**src/rtl/bus_grant_sequencer.sv**
```systemverilog
// rtl/bus_grant_sequencer.sv - queues arbiter grant tokens and serialises bus ownership
module bus_grant_sequencer #(
    parameter int DEPTH   = 8,
    parameter int TOKEN_W = 4,
    parameter int TIMEOUT = 64
) (
    input  logic                     clk,
    input  logic                     rst_n,
    input  logic                     wr_en,
    input  logic [TOKEN_W-1:0]       fifo_data_in,
    input  logic                     bus_done,
    output logic                     full,
    output logic                     empty,
    output logic [$clog2(DEPTH):0]   count,
    output logic                     overflow,
    output logic                     bus_owner_valid,
    output logic [TOKEN_W-1:0]       bus_owner,
    output logic                     bus_start,
    output logic                     timeout_err
);
    localparam int AW = $clog2(DEPTH);
    localparam int CW = AW + 1;
    localparam int TW = (TIMEOUT > 2) ? $clog2(TIMEOUT) : 1;

    typedef enum logic [1:0] {S_IDLE, S_GRANT, S_RELEASE} state_t;

    state_t               state;
    logic [TOKEN_W-1:0]   mem [DEPTH];
    logic [AW-1:0]        wr_ptr;
    logic [AW-1:0]        rd_ptr;
    logic [CW-1:0]        count_q;
    logic [TW-1:0]        timer;
    logic [1:0]           tok_type;
    logic                 tok_valid;
    logic                 push;
    logic                 pop;

    assign full      = (count_q == CW'(DEPTH));
    assign empty     = (count_q == '0);
    assign count     = count_q;
    assign tok_type  = fifo_data_in[TOKEN_W-1 -: 2];
    assign tok_valid = (tok_type == 2'b01) || (tok_type == 2'b10);
    // full is the registered view, so a pop in the same cycle never frees room for a push
    assign push      = wr_en && !full && tok_valid;
    assign pop       = (state == S_IDLE) && !empty;

    always_ff @(posedge clk) begin
        if (push)
            mem[wr_ptr] <= fifo_data_in;
    end

    always_ff @(posedge clk or negedge rst_n) begin
        if (!rst_n) begin
            wr_ptr   <= '0;
            rd_ptr   <= '0;
            count_q  <= '0;
            overflow <= 1'b0;
        end else begin
            if (push)
                wr_ptr <= wr_ptr + AW'(1);
            if (pop)
                rd_ptr <= rd_ptr + AW'(1);
            count_q <= count_q + CW'(push) - CW'(pop);
            if (wr_en && full && tok_valid)
                overflow <= 1'b1;
        end
    end

    always_ff @(posedge clk or negedge rst_n) begin
        if (!rst_n) begin
            state           <= S_IDLE;
            bus_owner       <= '0;
            bus_owner_valid <= 1'b0;
            bus_start       <= 1'b0;
            timeout_err     <= 1'b0;
            timer           <= '0;
        end else begin
            bus_start   <= 1'b0;
            timeout_err <= 1'b0;
            case (state)
                S_IDLE: begin
                    if (!empty) begin
                        bus_owner       <= mem[rd_ptr];
                        bus_owner_valid <= 1'b1;
                        bus_start       <= 1'b1;
                        timer           <= '0;
                        state           <= S_GRANT;
                    end
                end
                S_GRANT: begin
                    timer <= timer + TW'(1);
                    // done is not accepted in the start cycle; done beats a coincident timeout
                    if (!bus_start && bus_done) begin
                        bus_owner_valid <= 1'b0;
                        state           <= S_RELEASE;
                    end else if (timer == TW'(TIMEOUT - 1)) begin
                        bus_owner_valid <= 1'b0;
                        timeout_err     <= 1'b1;
                        state           <= S_RELEASE;
                    end
                end
                S_RELEASE: begin
                    state <= S_IDLE;
                end
                default: begin
                    bus_owner_valid <= 1'b0;
                    state           <= S_IDLE;
                end
            endcase
        end
    end
endmodule
```
**config.mk**
```make
export PLATFORM = sky130hd
export DESIGN_NAME = bus_grant_sequencer
export DESIGN_NICKNAME = d
export VERILOG_FILES = /design/src/rtl/bus_grant_sequencer.sv
export SDC_FILE = /design/constraint.sdc
export NUM_CORES = 1
export LEC_CHECK = 0
export CAP_MARGIN = 5
export CORE_MARGIN = 2
export CORE_UTILIZATION = 55
export CTS_CLUSTER_DIAMETER = 200
export DETAILED_ROUTE_END_ITERATION = 16
export PLACE_DENSITY = 0.82
export SLEW_MARGIN = 20
export SYNTH_ARGS = -nofsm -noshare
export SYNTH_HDL_FRONTEND = slang
export SYNTH_SLANG_ARGS = --single-unit
```
**constraint.sdc**
```tcl
create_clock -name clk -period 3.3 [get_ports clk]
set_clock_uncertainty 0.2 [all_clocks]
set_input_delay 0.66 -clock clk [delete_from_list [all_inputs] [get_ports clk]]
set_output_delay 0.66 -clock clk [all_outputs]
set_load 0.05 [all_outputs]
```
==> impl_metrics.env <==
export IMPL_cp_start_kind="register"
export IMPL_routed_wl_mm=4.260
export IMPL_ys_seq_area_frac=0.6360
export IMPL_post_route_min_period_ns=2.942
export IMPL_hold_class="reg -> reg"
export IMPL_routedWlPerCell_um=16.20
export IMPL_diodes=0
export IMPL_numPortBuffers=21
export IMPL_clock_sink_count=58
export IMPL_seqCellArea_mm2=0.001612
export IMPL_synth_warning_count=0
export IMPL_setup_tns_ns=0
export IMPL_clk_pin_slew_ns=0.06
export IMPL_cts_tree="built"
export IMPL_synth_area_mm2=0.002534
export IMPL_die_area_mm2=0.005165
export IMPL_rows=24
export IMPL_cts_root_buf="clkbuf_8"
export IMPL_io_pins=22
export IMPL_rsz0062_at_grt="no"
export IMPL_reg2reg_depth=10
export IMPL_clkLatencyLatePin_ns=0.33
export IMPL_grt_pass1_wl_mm=7.113
export IMPL_cts_buffer_depth=2
export IMPL_ys_ff_latch=58
export IMPL_die_h_um=71.87
export IMPL_fillers=306
export IMPL_synth_distinct_cells=38
export IMPL_dp_slack_ns=0.1443
export IMPL_syn_inst=173
export IMPL_relSlewSlack=0.3840
export IMPL_antenna_found_initial=0
export IMPL_vdd_ir_drop_max_v=0.0005552
export IMPL_setup_viol=0
export IMPL_crit_type="reg -> out"
export IMPL_min_delay_path_depth=1
export IMPL_vias=1465
export IMPL_tightest_slew_ns=0.9240
export IMPL_status="finished clean"
export IMPL_r2r_end="count[2]"
export IMPL_cts_setup_buffers=0
export IMPL_layout_drive_gt1_share=0.1517
export IMPL_rr_startpoint="count[2]"
export IMPL_required_ns=2.44
export IMPL_post_route_period_util=0.8916
export IMPL_cp_end_kind="output port"
export IMPL_drt_vias_per_instance=5.570
export IMPL_avgSynthCellArea_um2=14.65
export IMPL_overflow=0
export IMPL_grtUsageTotal=0.1963
export IMPL_fin_util=0.6872
export IMPL_grt_pass1_vias=1485
export IMPL_postRouteAntennaNets=0
export IMPL_maxSlewViolCount=0
export IMPL_nets=224
export IMPL_crit_fanout=5
export IMPL_p_leak_nw=1.257
export IMPL_hold_start="timer[5]"
export IMPL_layout_setup_ws_ns=0.3577
export IMPL_dp_hpwl_mm=3.026
export IMPL_drc_errors=0
export IMPL_hold_viol=0
export IMPL_worstPathArrival_ns=2.08
export IMPL_drtIter0Drc=71
export IMPL_drt_first_pass_iters=4
export IMPL_power_density_mw_per_mm2=981.7
export IMPL_syn2layout_area_growth_pct=18.91
export IMPL_max_freq_mhz=339.9
export IMPL_synth_fp_nets=191
export IMPL_numCtsBuffers=9
export IMPL_multi_input_area_um2=823.3
export IMPL_h_tree_depth=3
export IMPL_grt_max_degree=27
export IMPL_start_util=0.5779
export IMPL_hold_end="timer[5]"
export IMPL_gp_congestion=0.7776
export IMPL_core_area_mm2=0.004384
export IMPL_regToRegSetupSlack_ns=0.61
export IMPL_maxCapViolCount=0
export IMPL_die_w_um=71.87
[cells by family after synthesis]
logic type	share of synthesized area
xor+xnor	0.02420
buf+inv	0.04346
fa+ha+maj	0.05235
mux	0.1314
compound gates	0.04001
flops	0.6360
simple gates	0.07260
[per-layer routing]
layer,GRT usage,share of wire,vias to the layer above
met5,0,0,-
met4,0.1132,0.023,0
met3,0.06751,0.054,9
met2,0.2891,0.48,44
met1,0.2546,0.44,714
li1,-,-,698
[Yosys cell counts]
cell / n / area [µm²]
a21o_1: 1 / 7.510
a21oi_1: 4 / 20.02
a2bb2oi_1: 1 / 8.760
a31o_2: 2 / 17.52
a31oi_1: 1 / 6.260
buf_12: 1 / 20.02
buf_6: 2 / 22.52
clkbuf_1: 2 / 7.510
dfrtp_1: 26 / 650.6
edfxtp_1: 32 / 960.9
fa_1: 1 / 20.02
ha_1: 9 / 112.6
inv_1: 16 / 60.06
mux2_2: 2 / 22.52
mux2i_1: 22 / 220.2
mux4_2: 4 / 90.09
nand2_1: 4 / 15.01
nand2b_1: 3 / 18.77
nand3_1: 3 / 15.01
nand3b_1: 1 / 7.510
nand4_1: 2 / 12.51
nand4b_1: 1 / 8.760
nor2_1: 8 / 30.03
nor2b_1: 1 / 6.260
nor3_1: 4 / 20.02
nor3b_1: 1 / 7.510
nor4_1: 1 / 6.260
nor4b_1: 1 / 8.760
o21ai_0: 2 / 10.01
o221ai_1: 1 / 8.760
o22a_1: 1 / 8.760
o22ai_1: 1 / 6.260
o31ai_1: 1 / 7.510
or2_2: 1 / 6.260
or3_1: 2 / 12.51
or3b_2: 1 / 8.760
xnor2_1: 3 / 26.28
xor2_1: 4 / 35.03
[cell type report]
| class | count | share of cell area |
|---|---|---|
| sequential | 58 | 0.5349 |
| timing repair buffer | 27 | 0.08555 |
| inverter | 16 | 0.01993 |
| clock buffer | 11 | 0.04693 |
| tap | 52 | 0.02159 |
| multi-input combinational | 94 | 0.2733 |
| clock inverter | 5 | 0.01786 |
[flip-flops by register name (all words and copies together) (netlist names)]
name,flops
mem,32
timer,6
bus_owner,4
count,4
rd_ptr,3
wr_ptr,3
state,2
bus_owner_valid,1
bus_start,1
overflow,1
timeout_err,1
[cells in the final DEF (no fill, tap or decap), drive strengths merged, types with 3 or more instances in the layout]
| master | n |
|---|---|
| clkinv | 4 |
| clkdlybuf4s50 | 20 |
| nand3 | 3 |
| nor2 | 8 |
| nand2b | 3 |
| nand2 | 4 |
| mux2i | 22 |
| clkbuf | 11 |
| buf | 6 |
| xnor2 | 3 |
| xor2 | 4 |
| inv | 16 |
| a21oi | 4 |
| ha | 9 |
| nor3 | 4 |
| edfxtp | 32 |
| mux4 | 4 |
| dfrtp | 26 |
[where the power goes]
part / switching [mW] / total [mW] / internal, mW
logic: 0.628 / 1.16 / 0.530
registers: 0.218 / 1.16 / 0.946
clock network: 0.270 / 0.636 / 0.366
[timing repair]
| action | 4_1_cts | 5_1_grt |
|---|---|---|
| gates resized for setup | 0 | 1 |
| endpoints found under the setup margin | 0 | 1 |
| hold buffers | 0 | 0 |
[per-stage QoR]
step	std cells	hold WS [ns]	area (µm²)	power, mW
floorplan	173	0.1644	2545	2.048
global placement	247	0.2549	2815	2.291
detailed placement	247	0.2697	2815	2.348
CTS	263	0.2882	3010	2.989
global route	263	0.3265	3013	3.148
finish	263	0.2834	3013	2.958
[worst max-delay path by stage]
stage | startpoint | to | slack (ns) | cells past startpoint
6_report | count[2] | empty | 0.36 | 4
5_1_grt | count[2] | empty | 0.21 | 4
4_1_cts | count[2] | full | 0.04 | 5
3_5_place_dp | fifo_data_in[3] | count[2] | 0.14 | 9
3_3_place_gp | fifo_data_in[3] | count[1] | 0.27 | 9
2_1_floorplan | count[2] | count[2] | 0.17 | 11
[worst max-delay path: stages (launching register included)]
cell             delay, ns
dfrtp_1               0.38
inv_1                 0.10
ha_1                  0.15
nor3b_4               0.26
clkdlybuf4s50_1       0.85
No activity file was read; power rests on OpenSTA's default activity.
